### src/rtl/trng_word_fifo.sv
`default_nettype none
// ============================================================================
// Module   : trng_word_fifo
// Purpose  : Show-ahead word FIFO behind the TRNG bit collector. It runs an
//            online repetition-count health test on incoming words. It also
//            counts words dropped on overflow. A failed health test latches a
//            sticky alarm that blocks writes until software clears it.
// Revision : 1.0 - initial release
// ----------------------------------------------------------------------------
// Ports:
//   clk          system clock
//   rst          asynchronous active-high reset
//   wr_data      32-bit word from the collector
//   wr_valid     single-cycle strobe qualifying wr_data
//   rd_ready     reader accepts the head word this cycle
//   clear_alarm  synchronous clear of alarm, FIFO contents and counters
//   rd_data      head word (0 when empty)
//   rd_valid     FIFO non-empty
//   level        occupancy, 0..DEPTH
//   full         level == DEPTH
//   empty        level == 0
//   overflow_cnt words dropped while full (saturating)
//   rep_alarm    sticky repetition-test failure
// ============================================================================
module trng_word_fifo #(
    parameter int DEPTH     = 16,
    parameter int ADDR_W    = 4,
    parameter int REP_LIMIT = 3
) (
    input  logic              clk,
    input  logic              rst,
    input  logic [31:0]       wr_data,
    input  logic              wr_valid,
    input  logic              rd_ready,
    input  logic              clear_alarm,
    output logic [31:0]       rd_data,
    output logic              rd_valid,
    output logic [ADDR_W:0]   level,
    output logic              full,
    output logic              empty,
    output logic [15:0]       overflow_cnt,
    output logic              rep_alarm
);

    localparam logic [ADDR_W:0]   c_FULL_LEVEL = DEPTH[ADDR_W:0];
    localparam logic [ADDR_W:0]   c_LEVEL_ONE  = {{ADDR_W{1'b0}}, 1'b1};
    localparam logic [ADDR_W-1:0] c_PTR_ONE    = {{(ADDR_W-1){1'b0}}, 1'b1};
    localparam logic [7:0]        c_REP_LIMIT  = REP_LIMIT[7:0];

    logic [31:0]       r_mem [0:DEPTH-1];
    logic [ADDR_W-1:0] r_wr_ptr;
    logic [ADDR_W-1:0] r_rd_ptr;
    logic [ADDR_W:0]   r_level;
    logic [15:0]       r_overflow_cnt;
    logic              r_rep_alarm;
    logic [7:0]        r_rep_cnt;
    logic              r_have_last;
    logic [31:0]       r_last_word;

    logic              w_full;
    logic              w_empty;
    logic              w_pop;
    logic              w_wr_eval;
    logic              w_match;
    logic [7:0]        w_rep_cnt_next;
    logic              w_trip;
    logic              w_push;
    logic              w_drop_ovf;

    assign w_full  = (r_level == c_FULL_LEVEL);
    assign w_empty = (r_level == '0);

    // rd_ready while empty is simply ignored.
    assign w_pop = !w_empty && rd_ready;

    // The health test sees every strobed word, including words about to be
    // dropped for lack of space, but is frozen while the alarm is latched.
    // clear_alarm discards a same-cycle write entirely.
    assign w_wr_eval      = wr_valid && !r_rep_alarm && !clear_alarm;
    assign w_match        = r_have_last && (wr_data == r_last_word);
    assign w_rep_cnt_next = w_match ? (r_rep_cnt + 8'd1) : 8'd1;
    assign w_trip         = w_wr_eval && (w_rep_cnt_next == c_REP_LIMIT);

    // A pop in the same cycle frees the slot, so a full FIFO still accepts.
    assign w_push     = w_wr_eval && !w_trip && (!w_full || w_pop);
    assign w_drop_ovf = w_wr_eval && !w_trip && w_full && !w_pop;

    // Storage has no reset: pointers and level define which entries are live.
    always_ff @(posedge clk) begin
        if (w_push) begin
            r_mem[r_wr_ptr] <= wr_data;
        end
    end

    always_ff @(posedge clk or posedge rst) begin
        if (rst) begin
            r_wr_ptr       <= '0;
            r_rd_ptr       <= '0;
            r_level        <= '0;
            r_overflow_cnt <= '0;
            r_rep_alarm    <= 1'b0;
            r_rep_cnt      <= '0;
            r_have_last    <= 1'b0;
            r_last_word    <= '0;
        end else if (clear_alarm) begin
            r_wr_ptr       <= '0;
            r_rd_ptr       <= '0;
            r_level        <= '0;
            r_overflow_cnt <= '0;
            r_rep_alarm    <= 1'b0;
            r_rep_cnt      <= '0;
            r_have_last    <= 1'b0;
        end else begin
            if (w_push) begin
                r_wr_ptr <= r_wr_ptr + c_PTR_ONE;
            end
            if (w_pop) begin
                r_rd_ptr <= r_rd_ptr + c_PTR_ONE;
            end

            if (w_push && !w_pop) begin
                r_level <= r_level + c_LEVEL_ONE;
            end else if (!w_push && w_pop) begin
                r_level <= r_level - c_LEVEL_ONE;
            end

            if (w_drop_ovf && (r_overflow_cnt != 16'hFFFF)) begin
                r_overflow_cnt <= r_overflow_cnt + 16'd1;
            end

            // On a trip rep_cnt lands exactly on REP_LIMIT and then freezes
            // with the alarm, so it never exceeds the limit.
            if (w_wr_eval) begin
                r_last_word <= wr_data;
                r_have_last <= 1'b1;
                r_rep_cnt   <= w_rep_cnt_next;
                if (w_trip) begin
                    r_rep_alarm <= 1'b1;
                end
            end
        end
    end

    assign rd_valid     = !w_empty;
    assign rd_data      = w_empty ? 32'h0 : r_mem[r_rd_ptr];
    assign level        = r_level;
    assign full         = w_full;
    assign empty        = w_empty;
    assign overflow_cnt = r_overflow_cnt;
    assign rep_alarm    = r_rep_alarm;

endmodule
`default_nettype wire

### config.mk
export PLATFORM = sky130hd
export DESIGN_NAME = trng_word_fifo
export DESIGN_NICKNAME = d
export VERILOG_FILES = /design/src/rtl/trng_word_fifo.sv
export SDC_FILE = /design/constraint.sdc
export NUM_CORES = 1
export LEC_CHECK = 0
export BUFFER_PORTS_ARGS = -buffer_cell sky130_fd_sc_hd__clkbuf_2
export CORE_UTILIZATION = 40
export DETAILED_ROUTE_END_ITERATION = 16
export MAX_ROUTING_LAYER = met4
export PLACE_DENSITY_LB_ADDON = 0.25
export SLEW_MARGIN = 20
export SYNTH_ARGS = -nofsm -noshare
export SYNTH_HDL_FRONTEND = slang
export SYNTH_SLANG_ARGS = --single-unit
### constraint.sdc
create_clock -name clk -period 7.59 [get_ports clk]
set_input_delay 1.1385 -clock clk [delete_from_list [all_inputs] [get_ports clk]]
set_output_delay 1.1385 -clock clk [all_outputs]
set_load 0.1 [all_outputs]
# Yosys cells after proc, flatten, opt, wreduce, memory -nomap -nowiden
# Memories as Yosys holds them, arrays and structs flattened.
# Cells that the tools add are included.
word_totals:
  register_bits: 71
  output_inout_bits: 57
  memories: 1
  input_bits: 37
  word_cells: 69
  ramBits: 512
memory_table:
  columns: ["name", "depth", "word_bits", "read_ports", "rd_ports_with_merged_regs", "write_ports", "line", "rtl"]
  rows:
  - ["r_mem", 16, 32, 1, 0, 1, "50", "logic [31:0] r_mem [0:DEPTH-1];"]
classes:
  muxes: 20
  n_reduce_logical: 29
  eq_ne: 4
  add_sub_neg: 6
  n_bitwise: 1
ops:
  columns: ["op", "n"]
  rows:
  - ["$eq A32 B32 Y1", 1]
  - ["$mux W16", 2]
  - ["$mux W32", 1]
  - ["$mux W8", 3]
  - ["$add A16 B1 Y16 const B", 1]
  - ["$mux W4", 4]
  - ["$ne A16 B16 Y1 const B", 1]
  - ["$mux W5", 3]
  - ["$logic_and A1 B1 Y1", 12]
  - ["$reduce_bool A2 Y1", 5]
  - ["$add A4 B1 Y4 const B", 2]
  - ["$add A8 B1 Y8 const B", 1]
  - ["$eq A8 B2 Y1 const B", 1]
  - ["$logic_not A1 Y1", 7]
  - ["$mux W1", 7]
  - ["$add A5 B1 Y5 const B", 1]
  - ["$eq A5 B5 Y1 const B", 1]
  - ["$logic_not A5 Y1", 1]
  - ["$sub A5 B1 Y5 const B", 1]
  - ["$reduce_and A2 Y1", 2]
  - ["$reduce_bool A3 Y1", 1]
  - ["$logic_or A1 B1 Y1", 1]
  - ["$not A1 Y1", 1]

# Logic depth before layout (Yosys ltp)
# Gate-level depths: netlist of the first run.
logic_depth:
  ltp_word: 13
  ltp_mapped: 12
  mapped_depth_nobuf: 12

# Worst setup path after synthesis of the first run
# OpenSTA, ideal clock, no wires.
synth_timing:
  path_type: "register to output"
  from: "register r_level[1], in the netlist level[1]"
  to: "output rd_data[23]"
  arrival_time_ns: 3.271
  n_path_buf: 1
  setup_slack_ns: 3.181
  t_required_ns: 6.451
  stages_incl_launch_ff: 5
  path_cell_list: "dfrtp_1 -> nor4_1 -> nand2_1 -> clkbuf_1 -> and2_1"
synth_between:
  elab_chain_len: 2
synth_rtl:
  columns: ["element", "line", "rtl"]
  rows:
  - ["start, declared", "53", "logic [ADDR_W:0] r_level;"]
  - ["start signal, assigned", "122", "r_level <= r_level + c_LEVEL_ONE;"]
  - ["start signal, assigned", "124", "r_level <= r_level - c_LEVEL_ONE;"]
  - ["$logic_not A5 Y1", "71", "assign w_empty = (r_level == '0);"]
  - ["$mux W32", "145", "assign rd_data = w_empty ? 32'h0 : r_mem[r_rd_ptr];"]
  - ["end, declared", "36", "output logic [31:0] rd_data,"]
# Every way passes these cells.

# Final worst setup path of the first run
layout_timing:
  from: "register r_rd_ptr[0]"
  to: "output rd_data[13]"
layout_between:
  elab_chain_len: 2
layout_rtl:
  columns: ["element", "line", "rtl"]
  rows:
  - ["start, declared", "52", "logic [ADDR_W-1:0] r_rd_ptr;"]
  - ["start signal, assigned", "118", "r_rd_ptr <= r_rd_ptr + c_PTR_ONE;"]
  - ["$mem_v2 Z16 W32", null, null]
  - ["$mux W32", "145", null]
# Every way passes these cells.

==> results of run 1 <==
[worst max-delay path, cell delays in order, from the launching register on]
cell                       delay [ps]
sky130_fd_sc_hd__dfrtp_4          920
sky130_fd_sc_hd__buf_4            710
sky130_fd_sc_hd__mux4_2           600
sky130_fd_sc_hd__mux4_2           510
sky130_fd_sc_hd__and2_1           180
sky130_fd_sc_hd__clkbuf_2         360
[per-stage QoR]
stage                     cell area [um2]  instances
after floorplan                     23300       1130
after global placement              24800       1957
after detailed placement            24800       1957
after CTS                           26700       2068
after global routing                26700       2071
final                               26700       2071
[power groups by stage]
stage	clock (mW)	sequential (mW)	combinational, mW
3_3_place_gp	0	3.75	2.17
2_1_floorplan	0	3.73	1.75
3_5_place_dp	0	3.75	2.18
5_1_grt	3.05	3.70	2.27
4_1_cts	2.93	3.69	2.19
6_report	2.87	3.68	2.15
[cells by family (layout without fill, tap and decap cells)]
logic type,count (synthesis),after routing
muxes,197,197
adders and majority gates,10,10
AOI/OAI and AO/OA,52,52
other,0,3
and+or+nand+nor,178,178
xor gates and xnor gates,46,46
DFF,583,583
buffers and inverters,64,237
[cell usage in the layout (no fill, tap or decap), types with 19 or more instances in the layout]
cell type	Yosys	final
sky130_fd_sc_hd__clkbuf_16	0	60
sky130_fd_sc_hd__clkbuf_2	0	93
sky130_fd_sc_hd__a21oi_1	19	19
sky130_fd_sc_hd__and2_1	50	34
sky130_fd_sc_hd__buf_4	3	19
sky130_fd_sc_hd__nor2_1	22	22
sky130_fd_sc_hd__dfrtp_1	71	67
sky130_fd_sc_hd__edfxtp_1	512	512
sky130_fd_sc_hd__nand3_1	24	24
sky130_fd_sc_hd__xnor2_1	24	24
sky130_fd_sc_hd__xor2_1	22	22
sky130_fd_sc_hd__mux4_2	160	160
sky130_fd_sc_hd__mux2_2	32	32
[flip-flops by register name, summed over array words and instances (netlist names)]
signal	count
level	5
r_have_last	1
r_rd_ptr	4
rep_alarm	1
r_wr_ptr	4
overflow_cnt	16
r_last_word	32
r_rep_cnt	8
r_mem	512
[final cells by class]
cell class / count / area, um2
diodes: 3 / 7.51
clock buffers: 82 / 1630
clock inverters: 29 / 293
fillers: 4850 / 31000
inverters: 11 / 42.5
multi-input cells: 483 / 5950
flip-flops and latches: 583 / 17200
well taps: 765 / 957
repair buffers: 115 / 659
[worst paths after layout]
path	start	endpoint	slack, ps	cells past startpoint
min	r_last_word[6]	r_last_word[6]	530	1
min reg2reg	r_last_word[6]	r_last_word[6]	530	1
max in group asynchronous	rst	r_rd_ptr[0]	6330	3
min in group asynchronous	rst	level[1]	660	3
max reg2reg	r_last_word[19]	level[4]	3880	11
max	r_rd_ptr[0]	rd_data[13]	2470	5
[per-layer routing]
metal	track usage, %	vias up
met2	28.2	294
li1	-	4892
met1	26.0	6105
met5	-	-
met3	3.06	65
met4	4.41	0
==> impl_summary.md, run 1 <==
Timing
The max-slew violation total from the final report is 0. For the final database, setup skew stands at approximately 23 ps. The hold violation total from the final report was 0.

Subtracting the final worst setup slack from the clock period gives slightly above 5000 ps. Derived from the worst setup path, the maximum achievable clock frequency is 195 MHz. The aggregate negative setup slack is 0 ps. At the pin with the least slew margin, the transition time is 997 ps. Headroom to the max-slew limit came out at 33.5%. Setup repair after global routing left no endpoint under its margin. The final critical-path share of the clock period is 67.5%. Setup slack closes at ~2500 ps.

Setup violations remaining at the end of the flow were counted as 0. The worst hold slack across all endpoints is 526 ps.

Flow run
The number of maximum-capacitance violations is 0.

Detailed routing
Detailed routing placed a total of 2680 um of wire on met3. The highest metal layer with signal wires is met4. The routed layout has 11,400 vias. In the routed layout, each cell is associated on average with a via count of 5.48.

The first routing iteration left 764 violations. The count of antenna-violating nets left after detailed routing is 0. The first TritonRoute pass finished after 5 iterations. After detailed routing, the total wire length is 51,900 um. For this block, wires on met1 add up to 23,700 um. In the final routed layout, each cell accounts on average for 25.1 um. For this run, design rule violations remaining after detail routing come to 0. In the detailed route, the total length drawn on met2 is 24,700 um.

Pwr
In this run, flip-flops and latches consume a little over two fifths of the power. Of the total power, the clock network draws 33.0%. For this design the static power due to leakage is just under 9 nW. IR analysis of the VDD net gives a maximum drop of 0.376 mV. The internal power component is 5.91 mW. The power per unit of standard cell area is 326 nW/um2. Total power for the finished layout comes to 8.69 mW.

The switching fraction of total power is 32.1%. The share of total power dissipated in combinational logic is 24.7%. The net load switching power is around 2.8 mW.

Synth
The main combinational cell family by area after synthesis is multiplexers. The leading register cell type out of synthesis is sky130_fd_sc_hd__edfxtp_1. Counting every instance in the synthesized netlist gives around 1,100. The synthesized design contains ~510 enable-type register cells. Counting flops and latches in the post-synthesis netlist gives between 500 and 600.

For this run, the number of Yosys warnings is 0. The commonest cells after synthesis are sky130_fd_sc_hd__edfxtp_1 (512), sky130_fd_sc_hd__mux4_2 (160), sky130_fd_sc_hd__dfrtp_1 (71). Averaged over all synthesized cells, the footprint is between 20 and 25 um2. The most common cell in the netlist is sky130_fd_sc_hd__edfxtp_1. The adder-cell area share of the yosys netlist is 0.536%. Summing the areas of all compound-gate instances in the mapped netlist gives between 1.5 and 2% of the synthesized area. The net count after synthesis is 1,177. The share of flip-flops with an asynchronous set or reset after synthesis is 12.2%. The synthesized design spends more area on one cell type than any other, namely sky130_fd_sc_hd__edfxtp_1. The sequential share of the synthesized area is 73.5%.

The multiplexer area fraction after synthesis is 17.2%. By area the synthesized netlist is led by sky130_fd_sc_hd__edfxtp_1 (66%), sky130_fd_sc_hd__mux4_2 (15%), sky130_fd_sc_hd__dfrtp_1 (7.6%). The synthesized-area fraction occupied by xor and xnor cells is 1.73%. The synthesized netlist occupies a cell area of around 23,000 um2. The post-synthesis share of cell area spent on and, or, nand and nor gates is 4.39%. After synthesis, the netlist uses 49 different library cells. Of the post-synthesis cell area, the dominant cell type holds 65.9%.

Layout
The final net count is around 1,300. The post-route netlist has 32.9% of its cells at a drive strength greater than 1. Relative to the synthesized area, the layout overhead comes to 14.5%.

The final core area utilization is 46.3%.

Clock tree
The number of clock sinks is 583. In this run the deepest clock path goes through 3 buffers. Clock-pin slew was measured on the worst setup and hold paths at 60 ps. In this run the post-CTS setup repair buffer count came out at 0.

Clock latency on the worst-skew pair, taken at its later pin, is a little over 600 ps. The number of H-tree levels is 2. The CTS tree is yes.

The number of buffers created by CTS is 59. The buffer type at the clock tree root is sky130_fd_sc_hd__clkbuf_16. In this run, post-CTS repair resized a total of 0 instances. The post-cts hold buffer count is 0.

Critical path
The endpoint type of the worst setup path is an output pin. The required time of the critical path is around 6500 ps. The critical path class is flip-flop to output pin. For the worst setup path, the data arrival time is just under 4000 ps. Along the worst path, the maximum fanout reaches 36.

The kind of start point of the critical path is a flip-flop.

Floorplanning
The height of the die is 244 um. The floorplan step set the die width to 244 um. The initial utilization of the core area, before any placement, comes to 40.4%. The die covers about 59,000 um2. The number of primary I/O pins is 94. The floorplan has 88 rows. The area of the placeable core is 57,700 um2.

Worst hold path
The min-delay analysis places its worst path in the category flip-flop to flip-flop.

Placement
The number of port buffers is 93. The placement-stage worst setup slack is 2860 ps. Routability-driven placement finished with a final weighted congestion of 0.810. Once detailed placement completed, the half-perimeter wirelength came to 27,600 um.

Global route
The all-layer global routing usage is 18.5%. The aggregate global routing overflow is 0. The maximum number of pins on one net before global-route repair is 72. The number of antenna violations at the first check in global routing was 3.

The first global-routing pass estimated 78,300 um of wire. The number of global-route vias before repair is 12,000.

Status
The flow ran to the end, and the final reports show no timing, DRC or antenna violations.
(Power assumes the default switching activity.)
==> run 2: changes to the inputs <==
--- a/config.mk
+++ b/config.mk
@@ -5,6 +5,7 @@
 export SDC_FILE = /design/constraint.sdc
 export NUM_CORES = 1
 export LEC_CHECK = 0
+export ABC_AREA = 1
 export BUFFER_PORTS_ARGS = -buffer_cell sky130_fd_sc_hd__clkbuf_2
 export CORE_UTILIZATION = 40
 export DETAILED_ROUTE_END_ITERATION = 16
==> constraint.sdc (replaced) <==
create_clock -name clk -period 5.05 [get_ports clk]
set_input_delay 0.7575 -clock clk [delete_from_list [all_inputs] [get_ports clk]]
set_output_delay 0.7575 -clock clk [all_outputs]
set_load 0.1 [all_outputs]
==> impl_summary.md, run 2 <==
Synth
The post-synthesis compound-gate area fraction is 12.7% (+11 points). The net count after synthesis is 2,020 (+72%). The multiplexer area fraction after synthesis is 0% (-17 points).

The most area-hungry cell type in the Yosys netlist is sky130_fd_sc_hd__edfxtp_1. The post-synthesis share of cell area spent on and, or, nand and nor gates is 11.1% (+6.7 points). The Yosys warning count is 0 (unchanged). The number of unique standard cell types used by synthesis is 45 (-8.2%). The synthesized area per cell is 12.1 um2 (-41%). The synthesized-area fraction occupied by xor and xnor cells is 0.585% (-1.1 points).

The share of flip-flops with an asynchronous set or reset after synthesis is 12.2% (unchanged). The main combinational cell family by area after synthesis is compound AO/OA/AOI/OAI gates. The sequential share of the synthesized area was 71.6% (-1.9 points).

Yosys attributes the largest share of cell area to sky130_fd_sc_hd__edfxtp_1 (64%), sky130_fd_sc_hd__dfrtp_1 (7.4%), sky130_fd_sc_hd__o21ai_0 (6.7%). The synthesized flop and latch total was 583 (unchanged). After synthesis, the most frequently instantiated cells are sky130_fd_sc_hd__edfxtp_1 (512), sky130_fd_sc_hd__nor2_1 (347), sky130_fd_sc_hd__o21ai_0 (320).

The adder-cell area share of the yosys netlist is 0.522% (-0.014 points). The synthesized area is 23,900 um2 (+2.7%). For this run, the leading register cell type out of synthesis is sky130_fd_sc_hd__edfxtp_1.

The most common cell in the netlist is sky130_fd_sc_hd__edfxtp_1. The instance count of the mapped netlist is 1,973 (+75%). The number of enable flip-flop cells after synthesis came to 512 (unchanged).

The share of Yosys cell area claimed by the top area cell type was 64.2% (-1.7 points).

Timing
For the finished layout, the period the worst path requires is about 4700 ps. After layout, the worst path uses 92.6% of the clock period. The max-slew violation total from the final report was 0 (unchanged). The post-route clock skew is 23.6 ps (+0.435 ps).

The slew of the pin with the lowest slew margin is 1060 ps (+66.7 ps). The count of final setup violators is 0 (unchanged). The hold violation total from the final report is 0 (unchanged). The normalized max-slew margin was 28.9% (-4.6 points). The aggregate negative setup slack was 0 ps (unchanged).

The final critical-path setup slack is 373 ps (-2090 ps). Setup repair after global routing left no endpoint under its margin. Derived from the worst setup path, the maximum achievable clock frequency is 214 MHz.

Clock tree
The number of H-tree levels is 2 (unchanged). The clock slew at the register clock pins of the worst setup and hold paths came to 60 ps (about the same). The worst-skew pair later-pin latency is 630 ps (about the same).

The buffer type at the clock tree root is sky130_fd_sc_hd__clkbuf_16. The setup fix buffers added after clock tree synthesis is 0 (unchanged). The post-cts sizing count came to 0 (unchanged).

The buffer levels on the longest clock path came to 3 (unchanged). The number of buffers created by CTS is 60 (+1.7%). The post-cts hold buffer count is 0 (unchanged). The number of clock sinks is 583 (unchanged). TritonCTS built the clock tree.

Layout
The count of placed standard cells in the final layout, fillers left out is 2,889 (+39%). The antenna cell count is 0 (-3). The final net count was 2,112 (+62%). The sequential cell area in the final layout is 17,200 um2 (about the same). The register bank with the most flops is r_mem. The count of filler cells inserted in the layout was 5,273 (+8.7%).

The share of post-route cells with drive strength above 1 is 13.9% (-19 points). Compared with the post-synthesis result, the final layout area differs by 15.3%. The leading cell type in the layout, fill and taps excluded is sky130_fd_sc_hd__edfxtp_1.

The flip-flop count of the largest register after layout was 512 (unchanged). The area occupied by multi-input gates was 6090 um2 (+2.4%). In the layout the commonest cells are sky130_fd_sc_hd__edfxtp_1 (512), sky130_fd_sc_hd__nor2_1 (330), sky130_fd_sc_hd__o21ai_0 (320), sky130_fd_sc_hd__nand2_1 (171), sky130_fd_sc_hd__inv_1 (94).

Global route
The aggregate global routing overflow came to 0 (unchanged). The number of antenna violations at the first check in global routing is 1 (-2). The all-layer global routing usage is 22.4% (+3.9 points). The global-route wire length before repair is 98,500 um (+26%).

The number of global-route vias before repair was 15,700 (+31%). The maximum number of pins on one net before global-route repair is 259 (+260%).

Placement
The number of placed instances with taps included was 2,775 (+42%). The number of port buffers is 93 (unchanged). The global placer's final weighted congestion is 0.834 (+2.9%). The half-perimeter wire length after placement was 37,500 um (+36%). The placement-stage worst setup slack was 1070 ps (-1780 ps).

Floorplanning
The height of the die is 247 um (+1.3%). The area of the placeable core is 59,100 um2 (+2.5%). The number of primary I/O pins was 94 (unchanged).

The x dimension of the die was 247 um (+1.3%). The starting density of the core came to 40.5% (+0.066 points). The die area was 60,900 um2 (+2.6%).

The number of rows in the core area is 89 (+1.1%).

Detailed routing
The count of antenna-violating nets left after detailed routing is 0 (unchanged). The number of search-and-repair iterations in the first detailed-routing pass came to 11 (+6). The initial detailed-routing violation count came to 1,431 (+87%). The detailed-route via count is 16,000 (+41%). The overall routed net length is 66,000 um (+27%). The routed wire length per instance is 22.8 um (-9.0%). The via density per instance is 5.54 (+0.98%). The DRC violation count after routing is 10 (+10).

Critical path
The required time of the critical path is 4290 ps (-2160 ps). The critical-path maximum fanout came to 51 (+42%). The largest incremental delay on the critical path is 700 ps (-220 ps). The data arrival time of the worst path is 3920 ps (-60 ps). The kind of start point of the critical path is a flip-flop. Among all stages on the critical path, the largest delay is contributed by sky130_fd_sc_hd__dfrtp_4. Walking the worst path, the cells encountered are clkinv_2 > buf_4 > o21ai_0 > o221ai_1 > nand3_1 > a21oi_1 > clkbuf_2. The critical path is of the flip-flop to output pin type. The endpoint type of the worst setup path is an output pin.

Pwr
The static leakage came to 9.72 nW (+12%). The maximum vdd ir drop is 0.470 mV (+25%). The total power is 13.8 mW (+58%).

The power per unit of standard cell area is 498 nW/um2 (+53%).

Worst hold path
The path class of the lowest-slack min-delay path is primary input to async pin.

Status
The final reports fail on DRC. The flow ran to the end, but the final reports show violations.

Flow run
The number of maximum-capacitance violations came to 0 (unchanged).
[run 2: path summary, 6_finish.rpt]
kind | cells after the start | to | slack, ps | from
worst min-delay path | 2 | level[3] | 290 | rst
worst max register to register | 16 | level[4] | 1680 | level[1]
worst max-delay path | 7 | rd_data[14] | 370 | r_rd_ptr[1]
min in group clk | 3 | rep_alarm | 450 | wr_valid
max in group asynchronous | 3 | r_rd_ptr[1] | 3770 | rst
worst min register to register | 2 | r_last_word[30] | 500 | r_last_word[30]
[run 2: routing by layer]
metal,GRT usage [%],part of all wire [%],vias to the layer above
met5,-,0,-
met4,6.17,2.4,0
met3,3.64,6.3,94
met2,34.7,47,536
met1,30.5,44,8007
li1,-,-,7360
[run 2: cell type report]
class / count / share of cell area (%)
Clock inverter: 38 / 1.43
Tap cell: 773 / 3.50
Clock buffer: 75 / 5.82
Timing Repair Buffer: 147 / 3.63
Sequential cell: 583 / 62.1
Inverter: 102 / 1.41
Multi-Input combinational cell: 1171 / 22.1
[run 2: per-stage QoR]
step / utilization, % / instance area [um2] / hold slack [ps]
6_report: 46.7 / 27600 / 292
5_1_grt: 46.7 / 27600 / 360
3_3_place_gp: 43.3 / 25600 / 474
4_1_cts: 46.7 / 27600 / 313
3_5_place_dp: 43.3 / 25600 / 482
2_1_floorplan: - / 23900 / 461
[run 2: worst max-delay path: cells and delay by family (launching register included)]
family / cells / cell delay, ps
AO/OA/AOI/OAI: 3 / 940
buffers and inverters: 3 / 1510
AND/OR/NAND/NOR: 1 / 120
flip-flops: 1 / 700
[run 2: power by group]
group	switching, mW	internal (mW)
clock	1.87	2.62
combinational	3.09	0.707
sequential	0.0913	5.37
total	5.06	8.69
[run 2: cells by family after synthesis]
| group | after synthesis |
|---|---|
| xor gates and xnor gates | 16 |
| AOI/OAI and AO/OA | 520 |
| adders and majority gates | 10 |
| and+or+nand+nor | 625 |
| buffers and inverters | 219 |
| DFF | 583 |
